--- config.mk ---
export PLATFORM = sky130hd
export DESIGN_NAME = pipe_stage_buffer_flat
export DESIGN_NICKNAME = d
export VERILOG_FILES = /design/src/rtl/pipe_stage_buffer_if.sv /design/src/rtl/pipe_stage_buffer.sv /design/src/flat_wrapper.sv
export SDC_FILE = /design/constraint.sdc
export NUM_CORES = 1
export LEC_CHECK = 0
export CAP_MARGIN = 20
export CORE_MARGIN = 3
export CORE_UTILIZATION = 45
export DETAILED_ROUTE_END_ITERATION = 6
export HOLD_SLACK_MARGIN = 0.06
export PLACE_DENSITY = 0.81
export SYNTH_ARGS = -nofsm -noshare
export SYNTH_HDL_FRONTEND = slang
export SYNTH_SLANG_ARGS = --single-unit
--- constraint.sdc ---
create_clock -name clk -period 9.99 [get_ports clk]
set_input_delay 0.999 -clock clk [delete_from_list [all_inputs] [get_ports clk]]
set_output_delay 0.999 -clock clk [all_outputs]
set_load 0.02 [all_outputs]
--- src/rtl/pipe_stage_buffer_if.sv ---
// pipe_stage_buffer_if
//   Handshake bundle for pipe_stage_buffer. It groups both the upstream
//   (in_*) and the downstream (out_*) valid/ready/data channels.
//   Parameter WIDTH: payload width in bits.
//   Signals:
//     in_valid  / in_ready  / in_data   : upstream producer -> buffer
//     out_valid / out_ready / out_data  : buffer -> downstream consumer
//   Modports:
//     slave  : the buffer side (accepts in_*, produces out_*)
//     master : the surrounding pipeline (produces in_*, consumes out_*)
interface pipe_stage_buffer_if #(
  parameter int WIDTH = 32
);
  logic             in_valid;
  logic             in_ready;
  logic [WIDTH-1:0] in_data;
  logic             out_valid;
  logic             out_ready;
  logic [WIDTH-1:0] out_data;

  modport slave (
    input  in_valid,
    output in_ready,
    input  in_data,
    output out_valid,
    input  out_ready,
    output out_data
  );

  modport master (
    output in_valid,
    input  in_ready,
    output in_data,
    input  out_valid,
    output out_ready,
    input  out_data
  );
endinterface

--- src/rtl/pipe_stage_buffer.sv ---
// pipe_stage_buffer
//   Generic elastic pipeline stage: a DEPTH-entry FIFO carrying a WIDTH-bit
//   payload, with valid/ready handshakes on both sides and a synchronous
//   flush for pipeline redirects. in_ready is derived only from the
//   registered occupancy, so no combinational ready path crosses the block.
//   out_data is forced to zero whenever the buffer is empty.
// Parameters:
//   WIDTH : payload width (>=1)
//   DEPTH : number of entries (>=1, any value, not only powers of two)
//   CW    : occupancy width, derived as $clog2(DEPTH+1); do not override
// Ports:
//   clk    : clock, all state changes on posedge
//   reset  : synchronous active-high reset
//   flush  : synchronous discard of every buffered entry
//   bus    : pipe_stage_buffer_if.slave (in_valid/in_ready/in_data,
//            out_valid/out_ready/out_data)
//   count  : current occupancy 0..DEPTH
// Optional build macro PIPE_STAGE_BUFFER_PERF_EN adds:
//   stall_cycles : cycles with in_valid && !in_ready (saturating)
//   flush_drops  : payloads discarded by flushes (saturating)
//   Both clear only on reset.
module pipe_stage_buffer #(
  parameter int WIDTH = 32,
  parameter int DEPTH = 2,
  parameter int CW    = $clog2(DEPTH + 1)
) (
  input  logic             clk,
  input  logic             reset,
  input  logic             flush,
  pipe_stage_buffer_if.slave bus,
  output logic [CW-1:0]    count
`ifdef PIPE_STAGE_BUFFER_PERF_EN
  ,
  output logic [31:0]      stall_cycles,
  output logic [31:0]      flush_drops
`endif
);

  localparam int PW = (DEPTH > 1) ? $clog2(DEPTH) : 1;

  logic [WIDTH-1:0] mem [DEPTH];
  logic [PW-1:0]    wr_ptr;
  logic [PW-1:0]    rd_ptr;
  logic             push;
  logic             pop;
  logic             wr_en;

  // Modulo-DEPTH increment; explicit compare so non-power-of-2 depths wrap.
  function automatic logic [PW-1:0] next_ptr(input logic [PW-1:0] ptr);
    if (ptr == PW'(DEPTH - 1)) begin
      return '0;
    end
    return ptr + PW'(1);
  endfunction

  // Saturating 32-bit accumulate for the event counters.
  function automatic logic [31:0] sat_add(input logic [31:0] a,
                                          input logic [31:0] b);
    logic [32:0] sum;
    sum = {1'b0, a} + {1'b0, b};
    return sum[32] ? 32'hFFFF_FFFF : sum[31:0];
  endfunction

  // Handshake decode from registered occupancy
  assign bus.in_ready  = (count < CW'(DEPTH));
  assign bus.out_valid = (count != '0);
  assign bus.out_data  = bus.out_valid ? mem[rd_ptr] : '0;

  assign push  = bus.in_valid  && bus.in_ready;
  assign pop   = bus.out_valid && bus.out_ready;
  assign wr_en = push && !flush && !reset;

  // Control state: occupancy and pointers
  always_ff @(posedge clk) begin
    if (reset || flush) begin
      count  <= '0;
      wr_ptr <= '0;
      rd_ptr <= '0;
    end else begin
      if (push) begin
        wr_ptr <= next_ptr(wr_ptr);
      end
      if (pop) begin
        rd_ptr <= next_ptr(rd_ptr);
      end
      case ({push, pop})
        2'b10:   count <= count + CW'(1);
        2'b01:   count <= count - CW'(1);
        default: count <= count;
      endcase
    end
  end

  // Payload storage, not reset; stale entries are masked at out_data
  always_ff @(posedge clk) begin
    if (wr_en) begin
      mem[wr_ptr] <= bus.in_data;
    end
  end

`ifdef PIPE_STAGE_BUFFER_PERF_EN
  // Event counters survive flush; only reset clears them
  always_ff @(posedge clk) begin
    if (reset) begin
      stall_cycles <= '0;
      flush_drops  <= '0;
    end else begin
      if (bus.in_valid && !bus.in_ready) begin
        stall_cycles <= sat_add(stall_cycles, 32'd1);
      end
      if (flush) begin
        flush_drops <= sat_add(flush_drops,
                               32'(count) + 32'(bus.in_valid));
      end
    end
  end
`endif

endmodule

--- src/flat_wrapper.sv ---
// flat-port wrapper written by rule: the top's interface ports become plain ports
module pipe_stage_buffer_flat 
#(
  parameter int WIDTH = 32,
  parameter int DEPTH = 2,
  parameter int CW    = $clog2(DEPTH + 1)
)
  (clk, reset, flush, count, bus_in_valid, bus_in_ready, bus_in_data, bus_out_valid, bus_out_ready, bus_out_data);
  pipe_stage_buffer_if #(.WIDTH(WIDTH)) bus_i ();
  input  logic clk;
  input  logic reset;
  input  logic flush;
  output logic [CW-1:0] count;
  input wire logic [$bits(bus_i.in_valid)-1:0] bus_in_valid;
  output wire logic [$bits(bus_i.in_ready)-1:0] bus_in_ready;
  input wire logic [$bits(bus_i.in_data)-1:0] bus_in_data;
  output wire logic [$bits(bus_i.out_valid)-1:0] bus_out_valid;
  input wire logic [$bits(bus_i.out_ready)-1:0] bus_out_ready;
  output wire logic [$bits(bus_i.out_data)-1:0] bus_out_data;
  assign bus_i.in_valid = bus_in_valid;
  assign bus_in_ready = bus_i.in_ready;
  assign bus_i.in_data = bus_in_data;
  assign bus_out_valid = bus_i.out_valid;
  assign bus_i.out_ready = bus_out_ready;
  assign bus_out_data = bus_i.out_data;
  pipe_stage_buffer #(.WIDTH(WIDTH), .DEPTH(DEPTH), .CW(CW)) u_core (.clk(clk), .reset(reset), .flush(flush), .bus(bus_i), .count(count));
endmodule
==> run metrics <==
Max Freq=0.305 GHz; first-pass GRT wire length=7480 um; peak supply drop=0.0916 mV; synthesis-stage register bit count=69; status=complete, no violations; total track usage=0.153; Pwr Density=164 nW/um2; Root Driver=clkbuf_8; DP HPWL=3090 um; final hold violation count=0; die area=6820 um2; port bufs=72; FP Rows=27; M1 GR Usage=0.166; LEAKAGE=1.17 nW; Critical Path AT=2.28 ns; Netlist cell types=17; Slew @ Worst Pin=1.00 ns; R2R depth=2; fill cell count=435; critical path type=reg -> out; FF-to-FF setup slack=8.27 ns; Sink Count=69; vias in the first global route=1569; fin util=0.648; DR pass1 iterations=4; Ports=73; gr ovfl total=0; Worst R2R Start=u_core.count[1]; Clock Skew=0.00749 ns; GRT met2 Usage=0.274; hold path start=u_core.wr_ptr; Initial DRC Count=52; Avg Inst Size Synth=16.3 um2; Longest Clk Path Bufs=2; most common cell after layout, fill and taps aside=clkdlybuf4s50_1; crit-path max FO=32; Ant. Diodes=0; Max Slew Vio Count=0; synthesis-to-finish area growth=37.0%; nets=278; Synth Net Count=200; Final WS setup=6.71 ns; routability cong.=0.761; worst hold endpoint=u_core.wr_ptr; pre-CTS WS=7.01 ns; largest net degree at the start of global routing=33; Worst Hold Depth=2; post_cts resized=0; # hold bufs at CTS=0; vias per cell=4.91; Die Wd=82.6 um; sequential cell area=2020 um2; Setup crit end kind=output port; clock-pin slew on the worst setup and hold paths=0.07 ns; met3 Use GR=0.0390; Final period util=0.328; post-synth design cell area=2640 um2; Reg-to-Reg End=u_core.mem[1][3]; core area=5570 um2; Max-cap violations=0; worst endpoint required time=8.99 ns; Final Setup Violations=0; setup_tns=0 ns; power consumption=0.594 mW; share of cells above drive strength 1=0.0816; Die Ht=82.6 um; worst hold path class=reg -> reg; setup bufs post-CTS=0; commonest cells after routing, fill and taps aside=clkdlybuf4s50_1 (72), edfxtp_1 (64), nor2_1 (33); multi-input logic area=568 um2; Num CTS Buffers=9; TritonCTS clock tree=done; RSZ-0062 raised after global routing=no; cells after synthesis=162; Initial Utilization=0.473; gr busiest metal=met2; Ys Warns=0; DR WL/cell=14.9 um; CP Launch Type=register; DR vias=1555; clk_lat worst skew=0.32 ns; DRT Wirelength=4720 um; min Tclk post-route=3.28 ns; relative slew slack=0.333; post-route ant nets=0; sequential-to-total area share from yosys stat=0.767; initial antenna violation count=0; CTS HTree Levels=3; Post-route DRC=0
sequential cells by signal, indices dropped and copies added (netlist names), named ones only:
signal / count
u_core.wr_ptr: 1
u_core.count: 2
u_core.rd_ptr: 1
u_core.mem: 64
critical path, stage by stage (launching register included):
cell and delay [ns]:
dfxtp_2 0.99, mux2i_1 0.21, nor2_1 0.13, clkdlybuf4s50_1 0.61
cell type report:
cell class                 instances  share of cell area
clock buffer                      10              0.0353
clock inverter                     6              0.0149
inverter                           4             0.00416
multi-input combinational         82               0.157
sequential                        69               0.560
tap                               72              0.0249
timing repair buffer              74               0.204
cell families (layout without fill, tap and decap cells):
logic type	after synthesis	in the layout	share of synthesized area
adder cells (fa/ha/maj)	1	1	0.00474
buffers and inverters	11	94	0.0218
XOR/XNOR	4	4	0.0133
multiplexers	32	32	0.121
AO/OA/AOI/OAI	3	3	0.00664
AND/OR/NAND/NOR	42	42	0.0655
flip-flops	69	69	0.767
report_power, final:
group | total [mW] | leakage (nW) | switching, mW | internal, mW
clock network | 0.207 | 0.0972 | 0.0942 | 0.113
registers | 0.326 | 0.622 | 0.00365 | 0.322
logic | 0.0616 | 0.453 | 0.0289 | 0.0327
total | 0.594 | 1.17 | 0.127 | 0.468
worst max-delay path by stage:
stage                  from          endpoint  slack (ns)  cells past startpoint
6_report           register  bus_out_data[23]        6.71                      3
5_1_grt            register  bus_out_data[16]        6.55                      3
4_1_cts            register  bus_out_data[25]        6.64                      3
3_5_place_dp       register  bus_out_data[25]        7.01                      3
3_3_place_gp       register  bus_out_data[25]        7.01                      3
2_1_floorplan  bus_in_valid  u_core.mem[0][0]        5.15                      3
synth_stat cells:
cell	n	share of area
a21boi_1	1	0.0028
and3_1	1	0.0024
buf_2	4	0.0076
buf_4	3	0.0085
dfxtp_1	5	0.038
edfxtp_1	64	0.73
ha_1	1	0.0047
inv_1	4	0.0057
mux2i_1	32	0.12
nor2_1	34	0.048
nor2b_1	1	0.0024
nor3_1	4	0.0076
nor4_1	1	0.0024
o21ai_0	2	0.0038
or3_1	1	0.0024
xnor2_1	2	0.0066
xor2_1	2	0.0066
metrics by stage:
step	hold slack, ns	instances	area, um2
2_1_floorplan	0.520	162	2640
3_3_place_gp	0.540	301	3430
3_5_place_dp	0.552	301	3430
4_1_cts	0.568	317	3610
5_1_grt	0.594	317	3610
6_report	0.570	317	3610
routing by layer:
metal	wire length, um	vias to the layer above
li1	-	743
met4	74	0
met1	1850	762
met5	0	-
met2	2510	42
met3	292	8
Power figures use the tool's default switching activity.
